### src/rtl/slc3_button_ctrl.sv
// SLC-3 Run/Continue button front end: 2-flop synchronizers, optional debounce
// (enable with `define SLC3_BTN_DEBOUNCE_EN), press strobes and run/pause FSM.
module slc3_button_ctrl #(
  parameter int DB_CYCLES = 4
) (
  input  logic       Clk,
  input  logic       Reset,
  input  logic       Run,
  input  logic       Continue,
  input  logic       Pause_Req,
  output logic       Run_Pulse,
  output logic       Cont_Pulse,
  output logic       Cpu_Go,
  output logic       Paused,
  output logic [1:0] State
);

  typedef enum logic [1:0] {
    IDLE   = 2'b00,
    RUN    = 2'b01,
    PAUSE  = 2'b10,
    RESUME = 2'b11
  } state_t;

  state_t     state_q, state_d;

  // Bit 0 carries Run, bit 1 carries Continue; all levels are active-low.
  logic [1:0] btn_raw;
  logic [1:0] sync_p0, sync_p1;
  logic [1:0] db_lvl;
  logic [1:0] db_dly_p2;
  logic [1:0] pulse_p3;

  assign btn_raw = {Continue, Run};

  if (DB_CYCLES < 1 || DB_CYCLES > 255) begin : g_db_range
    $error("slc3_button_ctrl: DB_CYCLES must be in 1..255");
  end

  // Stage 0/1: two-flop synchronizer, parked at released (1).
  always_ff @(posedge Clk or posedge Reset) begin
    if (Reset) begin
      sync_p0 <= '1;
      sync_p1 <= '1;
    end else begin
      sync_p0 <= btn_raw;
      sync_p1 <= sync_p0;
    end
  end

`ifdef SLC3_BTN_DEBOUNCE_EN
  localparam logic [7:0] DB_LAST = 8'(DB_CYCLES - 1);

  logic [7:0] cnt_p2 [2];

  // Stage 2: a level is accepted only after DB_CYCLES disagreeing samples in a row.
  always_ff @(posedge Clk or posedge Reset) begin
    if (Reset) begin
      db_lvl    <= '1;
      cnt_p2[0] <= '0;
      cnt_p2[1] <= '0;
    end else begin
      for (int b = 0; b < 2; b++) begin
        if (sync_p1[b] == db_lvl[b]) begin
          cnt_p2[b] <= '0;
        end else if (cnt_p2[b] == DB_LAST) begin
          db_lvl[b] <= sync_p1[b];
          cnt_p2[b] <= '0;
        end else begin
          cnt_p2[b] <= cnt_p2[b] + 8'd1;
        end
      end
    end
  end
`else
  assign db_lvl = sync_p1;
`endif

  // Stage 3: one-cycle strobe on each accepted 1->0 transition.
  always_ff @(posedge Clk or posedge Reset) begin
    if (Reset) begin
      db_dly_p2 <= '1;
      pulse_p3  <= '0;
    end else begin
      db_dly_p2 <= db_lvl;
      pulse_p3  <= db_dly_p2 & ~db_lvl;
    end
  end

  assign Run_Pulse  = pulse_p3[0];
  assign Cont_Pulse = pulse_p3[1];

  always_ff @(posedge Clk or posedge Reset) begin
    if (Reset) state_q <= IDLE;
    else       state_q <= state_d;
  end

  // RESUME waits for the CPU to leave its pause state, so one press gives one step.
  always_comb begin
    state_d = state_q;
    case (state_q)
      IDLE:    if (Run_Pulse)  state_d = RUN;
      RUN:     if (Pause_Req)  state_d = PAUSE;
      PAUSE:   if (Cont_Pulse) state_d = RESUME;
      RESUME:  if (!Pause_Req) state_d = RUN;
      default: state_d = IDLE;
    endcase
  end

  assign Cpu_Go = (state_q == RUN) || (state_q == RESUME);
  assign Paused = (state_q == PAUSE);
  assign State  = state_q;

endmodule

### config.mk
export PLATFORM = sky130hd
export DESIGN_NAME = slc3_button_ctrl
export DESIGN_NICKNAME = d
export VERILOG_FILES = /design/src/rtl/slc3_button_ctrl.sv
export SDC_FILE = /design/constraint.sdc
export NUM_CORES = 1
export LEC_CHECK = 0
export BUFFER_PORTS_ARGS = -buffer_cell sky130_fd_sc_hd__buf_2
export CAP_MARGIN = 30
export CORE_AREA = 2 2 39 41
export CTS_BUF_LIST = sky130_fd_sc_hd__clkbuf_4 sky130_fd_sc_hd__clkbuf_8
export DETAILED_ROUTE_END_ITERATION = 12
export DIE_AREA = 0 0 41 43
export GPL_ROUTABILITY_DRIVEN = 0
export PLACE_DENSITY = 0.56
export SLEW_MARGIN = 10
export SYNTH_ARGS = -nofsm -noshare
export SYNTH_HDL_FRONTEND = slang
export SYNTH_SLANG_ARGS = --single-unit
### constraint.sdc
create_clock -name Clk -period 2.9 [get_ports Clk]
set_clock_uncertainty 0.2 [all_clocks]
set_input_delay 0.29 -clock Clk [delete_from_list [all_inputs] [get_ports Clk]]
set_output_delay 0.29 -clock Clk [all_outputs]
set_load 0.1 [all_outputs]
After elaboration in Yosys (flattened, before gate mapping)
Index checks and enable logic that the tools add are counted.
Widths: inputs -> output; s select.
{"block": "totals", "regBits": 10, "output_inout_bits": 6}
{"block": "classes", "n_eq_ne": 7, "mux": 5, "n_bitwise": 2, "n_reduce_logical": 3}
{"operator": "$mux 2", "n": 4}
{"operator": "$pmux 2 s4", "n": 1}
{"operator": "$ne 2x2->1 const B", "n": 3}
{"operator": "$eq 2x2->1 const B", "n": 2}
{"operator": "$reduce_and 4->1", "n": 1}
{"operator": "$and 2x2->2", "n": 1}
{"operator": "$eq 2x1->1 const B", "n": 1}
{"operator": "$logic_not 2->1", "n": 1}
{"operator": "$ne 2x1->1 const B", "n": 1}
{"operator": "$not 2->2", "n": 1}
{"operator": "$logic_or 1x1->1", "n": 1}

Depth between registers and ports, before layout
{"block": "depth", "ltp_word": 3, "mapped_depth": 5}

Least setup slack after synthesis
No wires, ideal clock.
{"block": "synth_path", "kind": "register to register", "from": "reg state_q[1] (netlist: State[1])", "to": "reg state_q[1] (netlist: State[1])", "setup_ns": 0.126, "t_arrival_ns": 2.618, "slack_ns": -0.044, "path_stages_with_launch": 5, "path_buffers": 0, "period_less_slack_ns": 2.944, "path_cell_list": "dfrtp_1 > ha_1 > inv_1 > o221ai_2 > mux2_4"}
{"block": "synth_between", "elab_chain_cells": 3, "elab_cells_between_ends": 10}
{"element": "start: declaration", "line_no": "25", "text": "state_t state_q, state_d;"}
{"element": "start signal: assignment", "line_no": "95", "text": "else state_q <= state_d;"}
{"element": "$eq 2x2->1 (*)"}
{"element": "named net Paused", "line_no": "14", "text": "output logic Paused,"}
{"element": "$ne 2x1->1 (no source line)"}
{"element": "$reduce_and 4->1 (no source line)"}
The timed path passes the listed nets; every way through them passes the cells marked *.
A chain may end at the register's enable or synchronous reset.

Worst setup path in the final report
{"block": "layout_path", "from": "reg state_q[1] (netlist: State[1])", "to": "out Cpu_Go"}
{"block": "layout_between", "elab_chain_cells": 2, "elab_cells_between_ends": 3}
{"element": "$eq 2x1->1 or $eq 2x2->1 (tied branches)", "line_no": "110", "text": "assign Cpu_Go = (state_q == RUN) || (state_q == RESUME);"}
{"element": "$logic_or 1x1->1 (*)", "line_no": "110"}
{"element": "end: declaration", "line_no": "13", "text": "output logic Cpu_Go,"}
Mark *: on every way between the ends. The rest lies on a longest branch, timed or not.

==> metrics.txt <==
status completed; total core area 0.00138 mm²; CTS H-Tree Depth 1; Buffers on Ports 10; largest net degree at the start of global routing 11; Final Hold Viols 0; share of cells above drive strength 1 54.5%; CP startpoint kind flop; DRC Markers 0; syn avg cell area 15.1 µm²; count of state elements after synthesis 10; Area Overhead vs Synth 34.0%; Die Y 43 µm; CP endpoint kind output port; final antenna-violating net count 0; # setup viols final 0; area of the multi-input gates 134 µm²; Tcrit/Tclk final 70.4%; Seq/Total Area, Yosys 63.2%; Num CTS Buffers 3; Post-DP Area 480 µm²; share of Yosys cell area claimed by the top area cell type 38.7%; Worst Path Required 2.41 ns; DRT Pass-1 Iters 1; synth top area cells dfstp_2 (39%), dfrtp_1 (25%), ha_1 (15%); Layout fillers 139; TNS Setup 0 ns; first-pass GRT wire length 1040 µm; Post-Route WL 540 µm; Total GRT Usage 9.28%; Worst-path clk slew 0.06 ns; CP max stage cell dfrtp_1; Distinct cells, synth 9; ordered cell list for the critical path inv_1, ha_1, or2_2, buf_2; pins over their slew limit 0; leading area contributor after synthesis dfstp_2; Initial Util 29.5%; die area 0.00176 mm²; fin crit period 2.04 ns; most frequent cell after synthesis dfstp_2; Cells after Synth 27; Worst Path Buf+Inv 2; Syn Std Cell Area 408 µm²; critical-path maximum fanout 5; root buf cell clkbuf_4; Post-CTS Setup Bufs 0; CTS tree done; Max Freq 490 MHz; Ys Warns 0; Nets 55; vias in the first global route 247; max cap viols 0; unrepaired setup endpoints after global routing false; grt total ovfl 0; vias per cell 3.98; critical path class flop to output port; CP max stage delay 0.42 ns; Die X 41 µm; Clock Latency Late Sink 0.25 ns; Post-synth EDFFs 0; clk sink count 10; Main synth FF type dfstp_2; Iter 0 DRT Violations 0; Crit path max-delay family flip-flops; hold crit path type flop to flop; Slew @ Worst Pin 0.484 ns; storage element area 258 µm²; drt wl/cell 9.00 µm; fraction of registers with async set/reset 100%; dpl hpwl 437 µm; Clock Path Buffers 2; Diodes inserted 0; Final Cell Area 547 µm²; Top Ports 11; critical path arrival 1.55 ns; via count 239; most instantiated cells after synthesis dfstp_2 (6), ha_1 (5), inv_1 (5), dfrtp_1 (4); Relative slew margins 67.9%; syn nets 37; Rows 14; initial antenna violation count 0
final cells by class:
type	instances	share of cell area (%)
well taps	16	3.66
clock buffers	4	6.64
repair buffers	13	14.6
inverters	5	3.43
flip-flops and latches	10	47.1
multi-input cells	12	24.5
repair_timing:
| item | in CTS | in global routing |
|---|---|---|
| hold buffers | 3 | 0 |
| resized for setup | 0 | 0 |
| endpoints found under the hold margin | 6 | 0 |
per-layer routing:
| layer | vias up | wire [µm] | GRT usage [%] |
|---|---|---|---|
| met5 | - | 0 | 0 |
| met4 | 0 | 9 | 6.00 |
| met3 | 2 | 49 | 4.71 |
| met2 | 9 | 256 | 13.4 |
| met1 | 111 | 225 | 10.1 |
| li1 | 117 | - | - |
per-stage QoR:
stage | setup slack [ns] | std cells | hold WS (ns) | utilization, %
floorplan | 0.229 | 27 | -0.0741 | -
finish | 0.858 | 60 | 0.158 | 39.5
global placement | 1.17 | 53 | 0.0641 | 34.7
global route | 0.760 | 60 | 0.168 | 39.5
detailed placement | 1.12 | 53 | 0.0685 | 34.7
CTS | 0.841 | 60 | 0.158 | 39.5
cells in the final DEF, fill, tap and decap left out:
cell type / n
nor2b_1: 2
or2_2: 1
dfrtp_1: 4
ha_1: 4
dlygate4sd3_1: 3
inv_1: 5
clkbuf_8: 1
mux2_4: 1
buf_2: 10
dfstp_2: 6
mux2i_1: 2
clkbuf_4: 3
o221ai_2: 1
ha_2: 1
worst register-to-register path: stages, from the launching register on:
cell and delay [ns]:
dfrtp_1 0.42, inv_1 0.10, ha_1 0.20, mux2i_1 0.17, o221ai_2 0.15, mux2_4 0.31
cells by family after synthesis:
group | after synthesis | synth area share [%]
buf+inv | 5 | 4.60
mux | 3 | 8.59
compound gates | 1 | 3.68
fa+ha+maj | 5 | 15.3
simple gates | 3 | 4.60
flops | 10 | 63.2
sequential cells by signal (all words and copies together) (netlist names):
| name | cells |
|---|---|
| db_dly_p2 | 2 |
| db_lvl | 2 |
| State | 2 |
| sync_p0 | 2 |
| pulse_p3 | 2 |
worst paths after layout:
kind,startpoint,to,slack [ns],depth (start not counted)
max in group asynchronous,Reset,db_dly_p2[0],1.86,3
min reg2reg,sync_p0[1],db_lvl[1],0.16,0
min in group asynchronous,Reset,pulse_p3[1],0.34,3
max reg2reg,State[1],State[1],1.24,5
min,sync_p0[1],db_lvl[1],0.16,0
max,State[1],Cpu_Go,0.86,4
Power is not shown: default switching activity piles up to over one toggle a cycle in this logic, so the estimate is an artifact.
